===== config.mk =====
export PLATFORM = sky130hd
export DESIGN_NAME = chip_sequencer_flat
export DESIGN_NICKNAME = d
export VERILOG_FILES = /design/src/rtl/chip_ctrl_pkg.sv /design/src/rtl/chip_ports.sv /design/src/rtl/chip_phase_timer.sv /design/src/rtl/chip_sequencer.sv /design/src/flat_wrapper.sv
export SDC_FILE = /design/constraint.sdc
export NUM_CORES = 1
export LEC_CHECK = 0
export CORE_MARGIN = 1.5
export CORE_UTILIZATION = 51
export DETAILED_ROUTE_END_ITERATION = 10
export PLACE_DENSITY = 0.85
export SYNTH_ARGS = -nofsm -noshare
export SYNTH_HDL_FRONTEND = slang
export SYNTH_HIERARCHICAL = 1
export SYNTH_SLANG_ARGS = --single-unit

===== constraint.sdc =====
create_clock -name clk -period 6.6 [get_ports clk]
set_clock_uncertainty 0.2 [all_clocks]
set_input_delay 0.66 -clock clk [delete_from_list [all_inputs] [get_ports clk]]
set_output_delay 0.66 -clock clk [all_outputs]
set_load 0.005 [all_outputs]

===== src/rtl/chip_ctrl_pkg.sv =====
// Shared command/state types and default pad timing for the chip sequencer.
package chip_ctrl_pkg;

    typedef enum logic [1:0] {
        OP_WRITE = 2'd0,
        OP_SEED  = 2'd1,
        OP_INFER = 2'd2,
        OP_READ  = 2'd3
    } op_e;

    typedef enum logic [3:0] {
        IDLE     = 4'd0,
        W_SETUP  = 4'd1,
        W_PULSE  = 4'd2,
        W_HOLD   = 4'd3,
        SEED     = 4'd4,
        INFER    = 4'd5,
        R_SETUP  = 4'd6,
        R_SAMPLE = 4'd7,
        RESP     = 4'd8
    } state_e;

    localparam int T_SETUP_DEF  = 2;
    localparam int T_PULSE_DEF  = 4;
    localparam int T_HOLD_DEF   = 2;
    localparam int T_SAMPLE_DEF = 3;
    localparam int CW_DEF       = 8;

endpackage


===== src/rtl/chip_ports.sv =====
// Pad-level chip interface: the sequencer drives everything except bit_out.
interface chip_ports;
    logic [7:0] row_addr;
    logic [7:0] col_addr;
    logic       cbl;
    logic       cblen;
    logic       cwl;
    logic       load_mem;
    logic [7:0] seeds;
    logic       load_seed;
    logic       clk;
    logic       inference;
    logic       stoch_log;
    logic       read_1;
    logic       read_8;
    logic       read_out;
    logic [3:0] bit_out;

    modport Master (
        output row_addr, col_addr, cbl, cblen, cwl, load_mem, seeds, load_seed,
               clk, inference, stoch_log, read_1, read_8, read_out,
        input  bit_out
    );

    modport Slave (
        input  row_addr, col_addr, cbl, cblen, cwl, load_mem, seeds, load_seed,
               clk, inference, stoch_log, read_1, read_8, read_out,
        output bit_out
    );
endinterface


===== src/rtl/chip_phase_timer.sv =====
// Loadable down-counter timing each sequencer phase; done while the count is zero.
module chip_phase_timer #(
    parameter int CW = 8
) (
    input  logic          clk,
    input  logic          rst_n,
    input  logic          load_i,
    input  logic [CW-1:0] val_i,
    input  logic          en_i,
    output logic          done_o
);
    logic [CW-1:0] cnt_q;
    logic [CW-1:0] cnt_d;

    always_comb begin
        cnt_d = cnt_q;
        if (load_i) begin
            cnt_d = val_i;
        end else if (en_i && (cnt_q != '0)) begin
            cnt_d = cnt_q - 1'b1;
        end
    end

    always_ff @(posedge clk or negedge rst_n) begin
        if (!rst_n) begin
            cnt_q <= '0;
        end else begin
            cnt_q <= cnt_d;
        end
    end

    assign done_o = (cnt_q == '0);
endmodule


===== src/rtl/chip_sequencer.sv =====
// Host-side chip sequencer: runs one WRITE/SEED/INFER/READ command at a time on the
// chip pads. Handshakes: a transfer happens on a cycle where valid & ready are both high.
module chip_sequencer
    import chip_ctrl_pkg::*;
#(
    parameter int T_SETUP  = T_SETUP_DEF,
    parameter int T_PULSE  = T_PULSE_DEF,
    parameter int T_HOLD   = T_HOLD_DEF,
    parameter int T_SAMPLE = T_SAMPLE_DEF,
    parameter int CW       = CW_DEF
) (
    input  logic       clk,
    input  logic       rst_n,
    input  logic       cmd_valid,
    output logic       cmd_ready,
    input  op_e        cmd_op,
    input  logic [7:0] cmd_row,
    input  logic [7:0] cmd_col,
    input  logic [7:0] cmd_data,
    input  logic       cmd_flag,
    output logic       rsp_valid,
    input  logic       rsp_ready,
    output logic [3:0] rsp_data,
    output logic       busy,
    output state_e     dbg_state_o,
    chip_ports.Master  chip
);
    state_e     state_q;
    logic [7:0] row_q;
    logic [7:0] col_q;
    logic       cbl_q;
    logic       cblen_q;
    logic       cwl_q;
    logic       load_mem_q;
    logic [7:0] seeds_q;
    logic       load_seed_q;
    logic       chip_clk_q;
    logic       inference_q;
    logic       stoch_q;
    logic       read_1_q;
    logic       read_8_q;
    logic       read_out_q;
    logic       rsp_valid_q;
    logic [3:0] rsp_data_q;

    logic          accept;
    logic          tmr_load;
    logic [CW-1:0] tmr_val;
    logic          tmr_en;
    logic          tmr_done;

    assign cmd_ready   = (state_q == IDLE) && !rsp_valid_q;
    assign accept      = cmd_valid && cmd_ready;
    assign busy        = (state_q != IDLE);
    assign dbg_state_o = state_q;
    assign rsp_valid   = rsp_valid_q;
    assign rsp_data    = rsp_data_q;

    assign chip.row_addr  = row_q;
    assign chip.col_addr  = col_q;
    assign chip.cbl       = cbl_q;
    assign chip.cblen     = cblen_q;
    assign chip.cwl       = cwl_q;
    assign chip.load_mem  = load_mem_q;
    assign chip.seeds     = seeds_q;
    assign chip.load_seed = load_seed_q;
    assign chip.clk       = chip_clk_q;
    assign chip.inference = inference_q;
    assign chip.stoch_log = stoch_q;
    assign chip.read_1    = read_1_q;
    assign chip.read_8    = read_8_q;
    assign chip.read_out  = read_out_q;

    // Timer is reloaded on the same edge the FSM enters a timed phase (value T-1).
    // During INFER it counts chip-clock rising edges, decrementing on each high phase.
    always_comb begin
        tmr_load = 1'b0;
        tmr_val  = '0;
        tmr_en   = 1'b0;
        case (state_q)
            IDLE: begin
                if (accept) begin
                    tmr_load = 1'b1;
                    case (cmd_op)
                        OP_WRITE: tmr_val = CW'(T_SETUP - 1);
                        OP_SEED:  tmr_val = CW'(1);
                        OP_INFER: tmr_val = CW'(cmd_data - 8'd1);
                        OP_READ:  tmr_val = '0;
                    endcase
                end
            end
            W_SETUP: begin
                tmr_en = 1'b1;
                if (tmr_done) begin
                    tmr_load = 1'b1;
                    tmr_val  = CW'(T_PULSE - 1);
                end
            end
            W_PULSE: begin
                tmr_en = 1'b1;
                if (tmr_done) begin
                    tmr_load = 1'b1;
                    tmr_val  = CW'(T_HOLD - 1);
                end
            end
            R_SETUP: begin
                tmr_en = 1'b1;
                if (tmr_done) begin
                    tmr_load = 1'b1;
                    tmr_val  = CW'(T_SAMPLE - 1);
                end
            end
            W_HOLD, SEED, R_SAMPLE: tmr_en = 1'b1;
            INFER:                  tmr_en = chip_clk_q;
            default:                tmr_en = 1'b0;
        endcase
    end

    chip_phase_timer #(.CW(CW)) u_timer (
        .clk    (clk),
        .rst_n  (rst_n),
        .load_i (tmr_load),
        .val_i  (tmr_val),
        .en_i   (tmr_en),
        .done_o (tmr_done)
    );

    always_ff @(posedge clk or negedge rst_n) begin
        if (!rst_n) begin
            state_q     <= IDLE;
            row_q       <= '0;
            col_q       <= '0;
            cbl_q       <= 1'b0;
            cblen_q     <= 1'b0;
            cwl_q       <= 1'b0;
            load_mem_q  <= 1'b0;
            seeds_q     <= '0;
            load_seed_q <= 1'b0;
            chip_clk_q  <= 1'b0;
            inference_q <= 1'b0;
            stoch_q     <= 1'b0;
            read_1_q    <= 1'b0;
            read_8_q    <= 1'b0;
            read_out_q  <= 1'b0;
            rsp_valid_q <= 1'b0;
            rsp_data_q  <= '0;
        end else begin
            case (state_q)
                IDLE: begin
                    if (accept) begin
                        case (cmd_op)
                            OP_WRITE: begin
                                state_q    <= W_SETUP;
                                row_q      <= cmd_row;
                                col_q      <= cmd_col;
                                cbl_q      <= cmd_data[0];
                                cblen_q    <= 1'b1;
                                load_mem_q <= 1'b1;
                            end
                            OP_SEED: begin
                                state_q     <= SEED;
                                seeds_q     <= cmd_data;
                                load_seed_q <= 1'b1;
                            end
                            OP_INFER: begin
                                state_q     <= INFER;
                                inference_q <= 1'b1;
                                stoch_q     <= cmd_flag;
                            end
                            OP_READ: begin
                                state_q  <= R_SETUP;
                                row_q    <= cmd_row;
                                col_q    <= cmd_col;
                                read_8_q <= cmd_flag;
                                read_1_q <= !cmd_flag;
                            end
                        endcase
                    end
                end
                W_SETUP: begin
                    if (tmr_done) begin
                        state_q <= W_PULSE;
                        cwl_q   <= 1'b1;
                    end
                end
                W_PULSE: begin
                    if (tmr_done) begin
                        state_q <= W_HOLD;
                        cwl_q   <= 1'b0;
                    end
                end
                W_HOLD: begin
                    if (tmr_done) begin
                        state_q    <= IDLE;
                        row_q      <= '0;
                        col_q      <= '0;
                        cbl_q      <= 1'b0;
                        cblen_q    <= 1'b0;
                        load_mem_q <= 1'b0;
                    end
                end
                SEED: begin
                    if (tmr_done) begin
                        state_q     <= IDLE;
                        load_seed_q <= 1'b0;
                        chip_clk_q  <= 1'b0;
                    end else begin
                        chip_clk_q <= 1'b1;
                    end
                end
                INFER: begin
                    if (!chip_clk_q) begin
                        chip_clk_q <= 1'b1;
                    end else begin
                        chip_clk_q <= 1'b0;
                        if (tmr_done) begin
                            state_q     <= IDLE;
                            inference_q <= 1'b0;
                            stoch_q     <= 1'b0;
                        end
                    end
                end
                R_SETUP: begin
                    if (tmr_done) begin
                        state_q    <= R_SAMPLE;
                        read_out_q <= 1'b1;
                    end
                end
                R_SAMPLE: begin
                    if (tmr_done) begin
                        state_q     <= RESP;
                        rsp_data_q  <= chip.bit_out;
                        rsp_valid_q <= 1'b1;
                        row_q       <= '0;
                        col_q       <= '0;
                        read_1_q    <= 1'b0;
                        read_8_q    <= 1'b0;
                        read_out_q  <= 1'b0;
                    end
                end
                RESP: begin
                    if (rsp_ready) begin
                        state_q     <= IDLE;
                        rsp_valid_q <= 1'b0;
                    end
                end
                default: state_q <= IDLE;
            endcase
        end
    end
endmodule


===== src/flat_wrapper.sv =====
// flat-port wrapper written by rule: the top's interface ports become plain ports
module chip_sequencer_flat import chip_ctrl_pkg::*;
#(
    parameter int T_SETUP  = T_SETUP_DEF,
    parameter int T_PULSE  = T_PULSE_DEF,
    parameter int T_HOLD   = T_HOLD_DEF,
    parameter int T_SAMPLE = T_SAMPLE_DEF,
    parameter int CW       = CW_DEF
)
  (clk, rst_n, cmd_valid, cmd_ready, cmd_op, cmd_row, cmd_col, cmd_data, cmd_flag, rsp_valid, rsp_ready, rsp_data, busy, dbg_state_o, chip_row_addr, chip_col_addr, chip_cbl, chip_cblen, chip_cwl, chip_load_mem, chip_seeds, chip_load_seed, chip_clk, chip_inference, chip_stoch_log, chip_read_1, chip_read_8, chip_read_out, chip_bit_out);
  chip_ports chip_i ();
  input  logic clk;
  input  logic rst_n;
  input  logic cmd_valid;
  output logic cmd_ready;
  input  op_e cmd_op;
  input  logic [7:0] cmd_row;
  input  logic [7:0] cmd_col;
  input  logic [7:0] cmd_data;
  input  logic cmd_flag;
  output logic rsp_valid;
  input  logic rsp_ready;
  output logic [3:0] rsp_data;
  output logic busy;
  output state_e dbg_state_o;
  output wire logic [$bits(chip_i.row_addr)-1:0] chip_row_addr;
  output wire logic [$bits(chip_i.col_addr)-1:0] chip_col_addr;
  output wire logic [$bits(chip_i.cbl)-1:0] chip_cbl;
  output wire logic [$bits(chip_i.cblen)-1:0] chip_cblen;
  output wire logic [$bits(chip_i.cwl)-1:0] chip_cwl;
  output wire logic [$bits(chip_i.load_mem)-1:0] chip_load_mem;
  output wire logic [$bits(chip_i.seeds)-1:0] chip_seeds;
  output wire logic [$bits(chip_i.load_seed)-1:0] chip_load_seed;
  output wire logic [$bits(chip_i.clk)-1:0] chip_clk;
  output wire logic [$bits(chip_i.inference)-1:0] chip_inference;
  output wire logic [$bits(chip_i.stoch_log)-1:0] chip_stoch_log;
  output wire logic [$bits(chip_i.read_1)-1:0] chip_read_1;
  output wire logic [$bits(chip_i.read_8)-1:0] chip_read_8;
  output wire logic [$bits(chip_i.read_out)-1:0] chip_read_out;
  input wire logic [$bits(chip_i.bit_out)-1:0] chip_bit_out;
  assign chip_row_addr = chip_i.row_addr;
  assign chip_col_addr = chip_i.col_addr;
  assign chip_cbl = chip_i.cbl;
  assign chip_cblen = chip_i.cblen;
  assign chip_cwl = chip_i.cwl;
  assign chip_load_mem = chip_i.load_mem;
  assign chip_seeds = chip_i.seeds;
  assign chip_load_seed = chip_i.load_seed;
  assign chip_clk = chip_i.clk;
  assign chip_inference = chip_i.inference;
  assign chip_stoch_log = chip_i.stoch_log;
  assign chip_read_1 = chip_i.read_1;
  assign chip_read_8 = chip_i.read_8;
  assign chip_read_out = chip_i.read_out;
  assign chip_i.bit_out = chip_bit_out;
  chip_sequencer #(.T_SETUP(T_SETUP), .T_PULSE(T_PULSE), .T_HOLD(T_HOLD), .T_SAMPLE(T_SAMPLE), .CW(CW)) u_core (.clk(clk), .rst_n(rst_n), .cmd_valid(cmd_valid), .cmd_ready(cmd_ready), .cmd_op(cmd_op), .cmd_row(cmd_row), .cmd_col(cmd_col), .cmd_data(cmd_data), .cmd_flag(cmd_flag), .rsp_valid(rsp_valid), .rsp_ready(rsp_ready), .rsp_data(rsp_data), .busy(busy), .dbg_state_o(dbg_state_o), .chip(chip_i));
endmodule

After elaboration in Yosys (flattened, before gate mapping):

Cells that the tools add are included.

* flip-flop bits (word level): 51
* bits of input ports: 35
* word-level logic and storage cells: 143

* add/subtract/negate cells: 2
* equality and inequality tests: 27
* muxes and demuxes: 60
* reductions and logical operators: 37

Operators with widths (number)
* $mux W8: 8
* $mux W4: 8
* $pmux W4 S8: 1
* $pmux W8 S2: 2
* $pmux W8 S4: 1
* $pmux W1 S2: 13
* $pmux W8 S3: 1
* $mux W1: 23
* $ne A2 B1 Y1 const B: 10
* $reduce_bool A2 Y1: 10
* $eq A4 B3 Y1 const B: 4
* $pmux W4 S4: 1
* $reduce_and A4 Y1: 4
* $sub A8 B1 Y8 const B: 2
* $ne A2 B2 Y1 const B: 6
* $reduce_and A3 Y1: 4
* $eq A4 B2 Y1 const B: 2
* $logic_not A8 Y1: 1
* $reduce_bool A8 Y1: 1
* $reduce_or A2 Y1: 4
* $reduce_and A7 Y1: 1
* $reduce_or A6 Y1: 1
* $reduce_and A5 Y1: 1
* $eq A2 B2 Y1 const B: 2
* 11 further kinds: 15

Longest topological paths before layout:

Gate-level depths: netlist of run 1.

* depth in word-level cells: 6
* mapped depth: 13

Modules after synthesis:

Netlist of run 1, hierarchy kept.

By module, submodules not included
* chip_sequencer: instances 1, cells an instance 233, area an instance 2272.2 um2, seq. area each 1076.0 um2
* chip_phase_timer: instances 1, cells an instance 58, area an instance 528.0 um2, seq. area each 200.2 um2

Least setup slack after synthesis of run 1:

Ideal clock, no wire load.

* kind: reg2reg
* start: register u_core.u_timer.cnt_q[0]
* end: register u_core.u_timer.cnt_q[7]
* library setup time: 126 ps
* data arrival time: 2722 ps
* data required time: 6274 ps
* slack: 3552 ps
* cell stages (with the launch flop): 12
* period minus slack after synthesis: 3048 ps
* cell sequence: dfrtp_1 -> inv_1 -> ha_1 -> or3b_2 -> nor2_1 -> clkbuf_1 -> nor2b_1 -> nand2_1 -> a21oi_1 -> clkinv_1 -> o311a_1 -> a221o_1

* cells in the longest elaborated chain, start to end: 4
* elaborated cells between the ends (all ways): 9

Ends and longest elaborated chain
* from (decl): RTL line chip_phase_timer.sv:12 `logic [CW-1:0] cnt_q;`
* from (signal assigned): RTL line chip_phase_timer.sv:28 `cnt_q <= cnt_d;`
* $logic_not A8 Y1 (*): RTL line chip_phase_timer.sv:32 `assign done_o = (cnt_q == '0);`
* via u_core.tmr_done: RTL line chip_sequencer.sv:50 `logic tmr_done;`
* $mux W1 (*): RTL line chip_sequencer.sv:94, chip_sequencer.sv:101, chip_sequencer.sv:108
* $pmux W1 S2 (*): RTL line chip_sequencer.sv:80 `case (state_q)`
* via u_core.tmr_load: RTL line chip_sequencer.sv:47 `logic tmr_load;`
* $mux W8 / $reduce_bool A2 Y1 (equally long branches)

Mark *: on every way through the listed nets, which the timed path passes. The rest lies on a longest branch. The select of a mux whose other input is x is not followed.
A chain may end at the register's enable or synchronous reset.

Final worst setup path of run 1:

Same ends and word-level chain as after synthesis.

==> results of run 1 <==
==> per-stage QoR <==
stage | util, % | hold WS [ns] | worst slack, ns | instance area (um2) | power [mW]
finish | 70.84 | 0.2616 | 2.211 | 3687 | 0.5950
global placement | 69.13 | 0.2709 | 2.564 | 3598 | 0.4188
CTS | 70.84 | 0.2771 | 2.304 | 3687 | 0.6019
floorplan | - | 0.1644 | 3.552 | 2800 | 0.3619
detailed placement | 69.13 | 0.2750 | 2.336 | 3598 | 0.4214
global route | 70.84 | 0.3184 | 1.748 | 3687 | 0.6218
==> area by class of cell <==
| class | count | area, um2 |
|---|---|---|
| timing repair buffer | 81 | 803.3 |
| inverter | 13 | 51.30 |
| tap | 70 | 87.58 |
| clock inverter | 3 | 20.02 |
| fill | 387 | 1518 |
| multi-input combinational | 210 | 1380 |
| sequential | 51 | 1276 |
| clock buffer | 5 | 68.82 |
==> power groups by stage <==
stage	Combinational (mW)	Sequential (mW)	Clock [mW]
after global placement	0.0808	0.338	0
after floorplan	0.0227	0.339	0
after detailed placement	0.0825	0.339	0
after CTS	0.0830	0.333	0.186
after global routing	0.0898	0.334	0.198
final	0.0823	0.333	0.180
==> Yosys cell counts, types with 3 or more instances <==
cell type  number
or4_1           3
nand2_1        51
mux2_2          7
nor2b_1         4
inv_1          11
mux2_4          8
nand3_1         5
clkbuf_1        7
and2_1          3
nor3_1          5
o21ai_1         3
o21ai_0        25
a21oi_1         9
xnor2_1         3
xor2_1          3
a31oi_1         6
nand4_1         4
ha_1            7
buf_2           5
buf_4           4
nor2_1         19
nor4b_1         3
dfrtp_1        51
nor3b_1         3
a221o_1         3
==> cell families after synthesis <==
logic type                 count (synthesis)
buffers and inverters                     30
AOI/OAI and AO/OA                         69
xor gates and xnor gates                   6
DFF                                       51
adders and majority gates                  7
muxes                                     15
and+or+nand+nor                          113
==> per-layer routing <==
layer  wire length [um]  share of wire (%)  GRT usage [%]
met5                  0                  0              0
met3                422                6.3          5.238
met4                154                2.3          10.36
met2               3249                 48          38.05
met1               2879                 43          29.97
==> path summary, 6_finish.rpt <==
check | startpoint | endpoint | slack (ns) | cells after the start
max | u_core/u_timer/cnt_q[0]$_DFFE_PN0P_ | u_core/u_timer/cnt_q[7]$_DFFE_PN0P_ | 2.21 | 10
min | rst_n | u_core/dbg_state_o[0]$_DFFE_PN0P_ | 0.26 | 2
max reg2reg | u_core/u_timer/cnt_q[0]$_DFFE_PN0P_ | u_core/u_timer/cnt_q[7]$_DFFE_PN0P_ | 2.21 | 10
min reg2reg | u_core/chip.read_out$_DFFE_PN0P_ | u_core/chip.read_out$_DFFE_PN0P_ | 0.29 | 2
max in group asynchronous | rst_n | u_core/chip.row_addr[7]$_DFFE_PN0P_ | 5.51 | 2
min in group clk | u_core/chip.read_out$_DFFE_PN0P_ | u_core/chip.read_out$_DFFE_PN0P_ | 0.29 | 2
==> sequential cells by signal (all words and copies together) (netlist names), 4 cells and up <==
name / flops
u_core/chip.col_addr: 8
u_core/u_timer/cnt_q: 8
u_core/chip.seeds: 8
u_core/dbg_state_o: 4
u_core/rsp_data: 4
u_core/chip.row_addr: 8
==> layout by cell type, fill, tap and decap left out, types with 4 or more instances in the layout <==
cell type,count
inv_1,11
mux2_4,8
a31oi_1,6
nand2_1,51
ha_1,7
clkdlybuf4s50_1,79
clkbuf_8,5
nor3_1,5
nand4_1,4
nor2b_1,4
nand3_1,5
dfrtp_1,51
o21ai_0,25
a21oi_1,9
nor2_1,19
mux2_2,7
==> impl_results.md, run 1 <==
* Outcome: finished clean
* Buf/Inv on CP at 2
* Fmax achieved at around 230 MHz
* Dominant cells by area after synthesis: dfrtp_1, nand2_1, o21ai_0, mux2_4, ha_1
* Final non-filler cell total at ~430
* #FFs+latches synth at between 50 and 60
* Die Wd at between 70 and 80 um
* Root Driver: clkbuf_8
* Comb power frac at around 14%
* Clk_lat worst skew at ~0.3 ns
* Critical path, cell by cell: inv_1 -> ha_1 -> or3b_2 -> nor2_1 -> nor2b_1 -> nand2_1 -> a21oi_1 -> clkinv_1 -> o311a_1 -> a221o_1
* MaxCap Viol Count at 0
* Syn Nets at about 330
* Tmin final at between 4 and 5 ns
* Wire length after detailed routing at around 6.7 mm
* Worst Path Max Fanout at 14
* Post-synth top area cell: dfrtp_1
* Distinct cells, synth at a little under 60
* Diode count at 0
* CTS tree: built
* Synth Flop Type: dfrtp_1
* CP peak stage delay at a little under 0.8 ns
* Ratio of cells with drive above 1 in the final layout at a little under a tenth
* CP Data Arrival Time at around 4.4 ns
* Area delta synth->final at 31.68%
* CTS buffer count at 5
* Die Area at slightly below 0.006 mm2
* Setup repair bufs after CTS at 0
* Cts hold-fix bufs at 0
* Setup TNS at 0 ns
* ANT nets after route at 0
* Height of the chip at between 70 and 80 um
* Adder-cell share of the synthesized area at under 10%
* Clock slew at reported path FFs at 0.09 ns
* Compound-Gate Fraction of Synth Area at between 15 and 20%
* P_int at roughly 0.45 mW
* Final count of pins violating max slew at 0
* IO Count at between 80 and 90
* Antenna violations before repair at 0
* Mapped Cells at approximately 290
* Max VDD drop at between 0.1 and 0.15 mV
* Post-DP HPWL at ~4.7 mm
* Final hold viol count at 0
* Final routed DRC violation total at 0
* Largest net degree at the start of global routing at between 50 and 60
* Post-DR vias/cell at between 5 and 6
* Post-synth EDFFs at 0
* Leakage power at approximately 1.6 nW
* YS warnings at 6
* All-Layer GR Usage at approximately a quarter
* Top cell type's share of synthesized area at 45.58%
* First-pass GRT wire length at between 10 and 15 mm
* Unrepaired setup endpoints after global routing: false
* Mapped Area at ~0.0028 mm2
* WS Path Type: register to register
* Router iterations before antenna repair at 4
* PortBufs at 80
* # setup viols final at 0
* Synth async-reset ratio at 100.0%
* WP data required at between 6 and 7 ns
* RePlAce Congestion at 0.8896
* Max_slew headroom at around a third
* Resize count post-CTS at 0
* Largest delay share family, worst path: simple AND/OR/NAND/NOR gates
* CP startpoint kind: register
* Switch Pwr at between 0.1 and 0.15 mW
* CP max-delay cell: a21oi_1
* Simple-gate portion of the synthesized area at 21.05%
* Clock share of power at just over 30%
* Max H-tree Level at 2
* Sequential power share at between 50% and 60%
* Vias at 2461
* Row cnt at 26
* Total gr overflow at 0
* CP endpoint kind: register
* Post-Place Cells at 425
* Post-Synth XOR/XNOR Area at 1.877%
* WL per Instance at ~15 um
* Final net count at roughly 400
* Core area at approximately 0.0052 mm2
* Number of global-route vias before repair at roughly 2400
* Register area share after synthesis at between 40 and 50%
* Part of the cycle the worst path needs at about 66%
* Clk sink count at 51
* Largest family of logic cells by synthesized area: simple AND/OR/NAND/NOR gates
* Mux share of post-synthesis cell area at 7.105%
* Starting density of the core at around 54%
* Syn Area/Cell at 9.623 um2
* Measured slew at the worst slew-check pin at ~0.99 ns
* First-iteration detailed-routing DRC count at 220
* Pwr Density at about 160 mW/mm2
* Hold crit path type: input port to async pin
* CTS Buffer Depth at 2
* Net Sw Frac at between 20% and 30%
Power figures use the tool's default switching activity.
==> run 2, diff against run 1 <==
--- a/config.mk
+++ b/config.mk
@@ -6,9 +6,9 @@
 export NUM_CORES = 1
 export LEC_CHECK = 0
 export CORE_MARGIN = 1.5
-export CORE_UTILIZATION = 51
+export CORE_UTILIZATION = 48
 export DETAILED_ROUTE_END_ITERATION = 10
-export PLACE_DENSITY = 0.85
+export PLACE_DENSITY = 0.81
 export SYNTH_ARGS = -nofsm -noshare
 export SYNTH_HDL_FRONTEND = slang
 export SYNTH_HIERARCHICAL = 1
==> constraint.sdc (replaced) <==
create_clock -name clk -period 4.6 [get_ports clk]
set_clock_uncertainty 0.2 [all_clocks]
set_input_delay 0.46 -clock clk [delete_from_list [all_inputs] [get_ports clk]]
set_output_delay 0.46 -clock clk [all_outputs]
set_load 0.005 [all_outputs]
==> impl_results.md, run 2 (synthesis gave the netlist of run 1 again) <==
* Outcome: finished clean (unchanged)
* Clock slew at reported path FFs at 0.09 ns (about the same)
* Post-DR vias/cell at 5.655 (was 5.684)
* CP peak stage delay at 0.58 ns (was 0.79 ns)
* Unrepaired setup endpoints after global routing: false (unchanged)
* Setup repair bufs after CTS at 0 (unchanged)
* CTS buffer count at 5 (unchanged)
* Max_slew headroom at 37.31% (was 33.76%)
* Starting density of the core at 50.24% (was 53.80%)
* First-pass GRT wire length at 11.09 mm (was 11.13 mm)
* All-Layer GR Usage at 22.49% (was 23.42%)
* Max VDD drop at 0.1403 mV (was 0.1028 mV)
* Final routed DRC violation total at 0 (unchanged)
* IO Count at 81 (unchanged)
* Measured slew at the worst slew-check pin at 0.9373 ns (was 0.9937 ns)
* Setup TNS at 0 ns (unchanged)
* CP Data Arrival Time at 3.63 ns (was 4.38 ns)
* First-iteration detailed-routing DRC count at 151 (was 220)
* Clk_lat worst skew at 0.30 ns (about the same)
* CP startpoint kind: register (unchanged)
* Ratio of cells with drive above 1 in the final layout at 9.366% (unchanged)
* Commonest cells after routing, fill and taps aside: clkdlybuf4s50_1, nand2_1, dfrtp_1 (unchanged)
* Fmax achieved at 275.3 MHz (was 227.9 MHz)
* Height of the chip at 79.38 um (was 77.10 um)
* CTS Buffer Depth at 2 (unchanged)
* Final hold viol count at 0 (unchanged)
* CP endpoint kind: register (unchanged)
* Hold crit path type: input port to async pin (unchanged)
* Row cnt at 27 (was 26)
* Pwr Density at 242.9 mW/mm2 (was 161.4 mW/mm2)
* R2R Setup Slk at 0.97 ns (was 2.21 ns)
* Part of the cycle the worst path needs at 78.95% (was 66.49%)
* Diode count at 0 (unchanged)
* Clk sink count at 51 (unchanged)
* Die Area at 0.006301 mm2 (was 0.005944 mm2)
* WL per Instance at 15.49 um (was 15.48 um)
* Antenna violations before repair at 0 (unchanged)
* # setup viols final at 0 (unchanged)
* CP max-delay cell: nor2_1 (was a21oi_1)
* Hold slack at 0.05489 ns (was 0.2616 ns)
* Resize count post-CTS at 0 (unchanged)
* Most common library cell in the layout ignoring fill and taps: clkdlybuf4s50_1 (unchanged)
* Number of global-route vias before repair at 2339 (was 2431)
* Die Wd at 79.38 um (was 77.10 um)
* Area of the multi-input gates at 0.001380 mm2 (unchanged)
* Router iterations before antenna repair at 4 (unchanged)
* Root Driver: clkbuf_8 (unchanged)
* Leakage power at 1.591 nW (was 1.575 nW)
* Post-DP HPWL at 4.751 mm (was 4.703 mm)
* Core area at 0.005574 mm2 (was 0.005205 mm2)
* Number of fill cells in the layout at 467 (was 387)
* FF/Latch Area at 0.001276 mm2 (unchanged)
* WP data required at 4.60 ns (was 6.59 ns)
* Final net count at 405 (was 404)
* Critical path, cell by cell: inv_1 -> ha_1 -> or3b_2 -> nor2_1 -> nor2b_1 -> nand2_1 -> a21oi_1 -> buf_4 -> clkinv_1 -> o311a_1 -> a221o_1 (was inv_1 -> ha_1 -> or3b_2 -> nor2_1 -> nor2b_1 -> nand2_1 -> a21oi_1 -> clkinv_1 -> o311a_1 -> a221o_1)
* Largest net degree at the start of global routing at 52 (unchanged)
* RePlAce Congestion at 0.8518 (was 0.8896)
* Tmin final at 3.632 ns (was 4.389 ns)
* Max H-tree Level at 2 (unchanged)
* PortBufs at 80 (unchanged)
* Total gr overflow at 0 (unchanged)
* WS Path Type: register to register (unchanged)
* Vias at 2460 (was 2461)
* CTS tree: built (unchanged)
* Wire length after detailed routing at 6.740 mm (was 6.705 mm)
* ANT nets after route at 0 (unchanged)
* Final count of pins violating max slew at 0 (unchanged)
* Cts hold-fix bufs at 0 (unchanged)
* Worst Path Max Fanout at 14 (unchanged)
* Area delta synth->final at 32.66% (was 31.68%)
* MaxCap Viol Count at 0 (unchanged)
[run 2: cell count changes in the layout (fill, tap and decap cells not counted), sizes merged]
cell / previous run / this run
clkinv: 2 / 1
bufinv: 0 / 1
buf: 2 / 3
clkinvlp: 2 / 1
[run 2: layout make-up]
| cell class | instances | share of cell area, % |
|---|---|---|
| flip-flops and latches | 51 | 34.35 |
| well taps | 72 | 2.425 |
| clock inverters | 2 | 1.010 |
| multi-input cells | 210 | 37.15 |
| clock buffers | 5 | 1.852 |
| repair buffers | 82 | 21.83 |
| inverters | 13 | 1.381 |
[run 2: where the power goes]
group          internal (mW)  switching (mW)  total [mW]  leakage (nW)
Combinational         0.0722          0.0460       0.118         0.920
Sequential             0.466          0.0113       0.478         0.621
Clock                  0.159           0.147       0.306        0.0502
[run 2: path summary, 6_finish.rpt]
check                                                    startpoint                             endpoint  cells past startpoint
worst min-delay path                                          rst_n    u_core/dbg_state_o[0]$_DFFE_PN0P_                      2
worst max-delay path            u_core/u_timer/cnt_q[0]$_DFFE_PN0P_  u_core/u_timer/cnt_q[7]$_DFFE_PN0P_                     11
max in group asynchronous                                     rst_n  u_core/chip.col_addr[6]$_DFFE_PN0P_                      2
worst min register to register     u_core/chip.read_out$_DFFE_PN0P_     u_core/chip.read_out$_DFFE_PN0P_                      2
min in group clk                   u_core/chip.read_out$_DFFE_PN0P_     u_core/chip.read_out$_DFFE_PN0P_                      2
worst max register to register  u_core/u_timer/cnt_q[0]$_DFFE_PN0P_  u_core/u_timer/cnt_q[7]$_DFFE_PN0P_                     11
[run 2: per-stage QoR]
step / instance area [um2] / util, % / power [mW] / setup slack (ns) / instances
after CTS: 3715 / 66.64 / 0.9107 / 1.025 / 435
after floorplan: 2800 / - / 0.5193 / 1.552 / 291
after global placement: 3608 / 64.74 / 0.6019 / 1.261 / 428
after global routing: 3715 / 66.64 / 0.9412 / 0.7808 / 435
after detailed placement: 3608 / 64.74 / 0.6049 / 1.072 / 428
final: 3715 / 66.64 / 0.9022 / 0.9681 / 435
[run 2: worst max-delay path, delay by kind of cell, from the launching register on]
kind | cells | cell delay [ns]
adder cells (fa/ha/maj) | 1 | 0.21
AND/OR/NAND/NOR | 4 | 1.48
flip-flops | 1 | 0.41
buffers and inverters | 3 | 0.60
AO/OA/AOI/OAI | 3 | 0.63
[run 2: metal layers]
layer | vias up | GRT usage, % | part of all wire (%)
li1 | 1171 | - | -
met1 | 1189 | 29.51 | 43
met4 | 0 | 9.123 | 2.5
met3 | 16 | 4.571 | 5.7
met2 | 84 | 36.41 | 48
met5 | - | 0 | 0
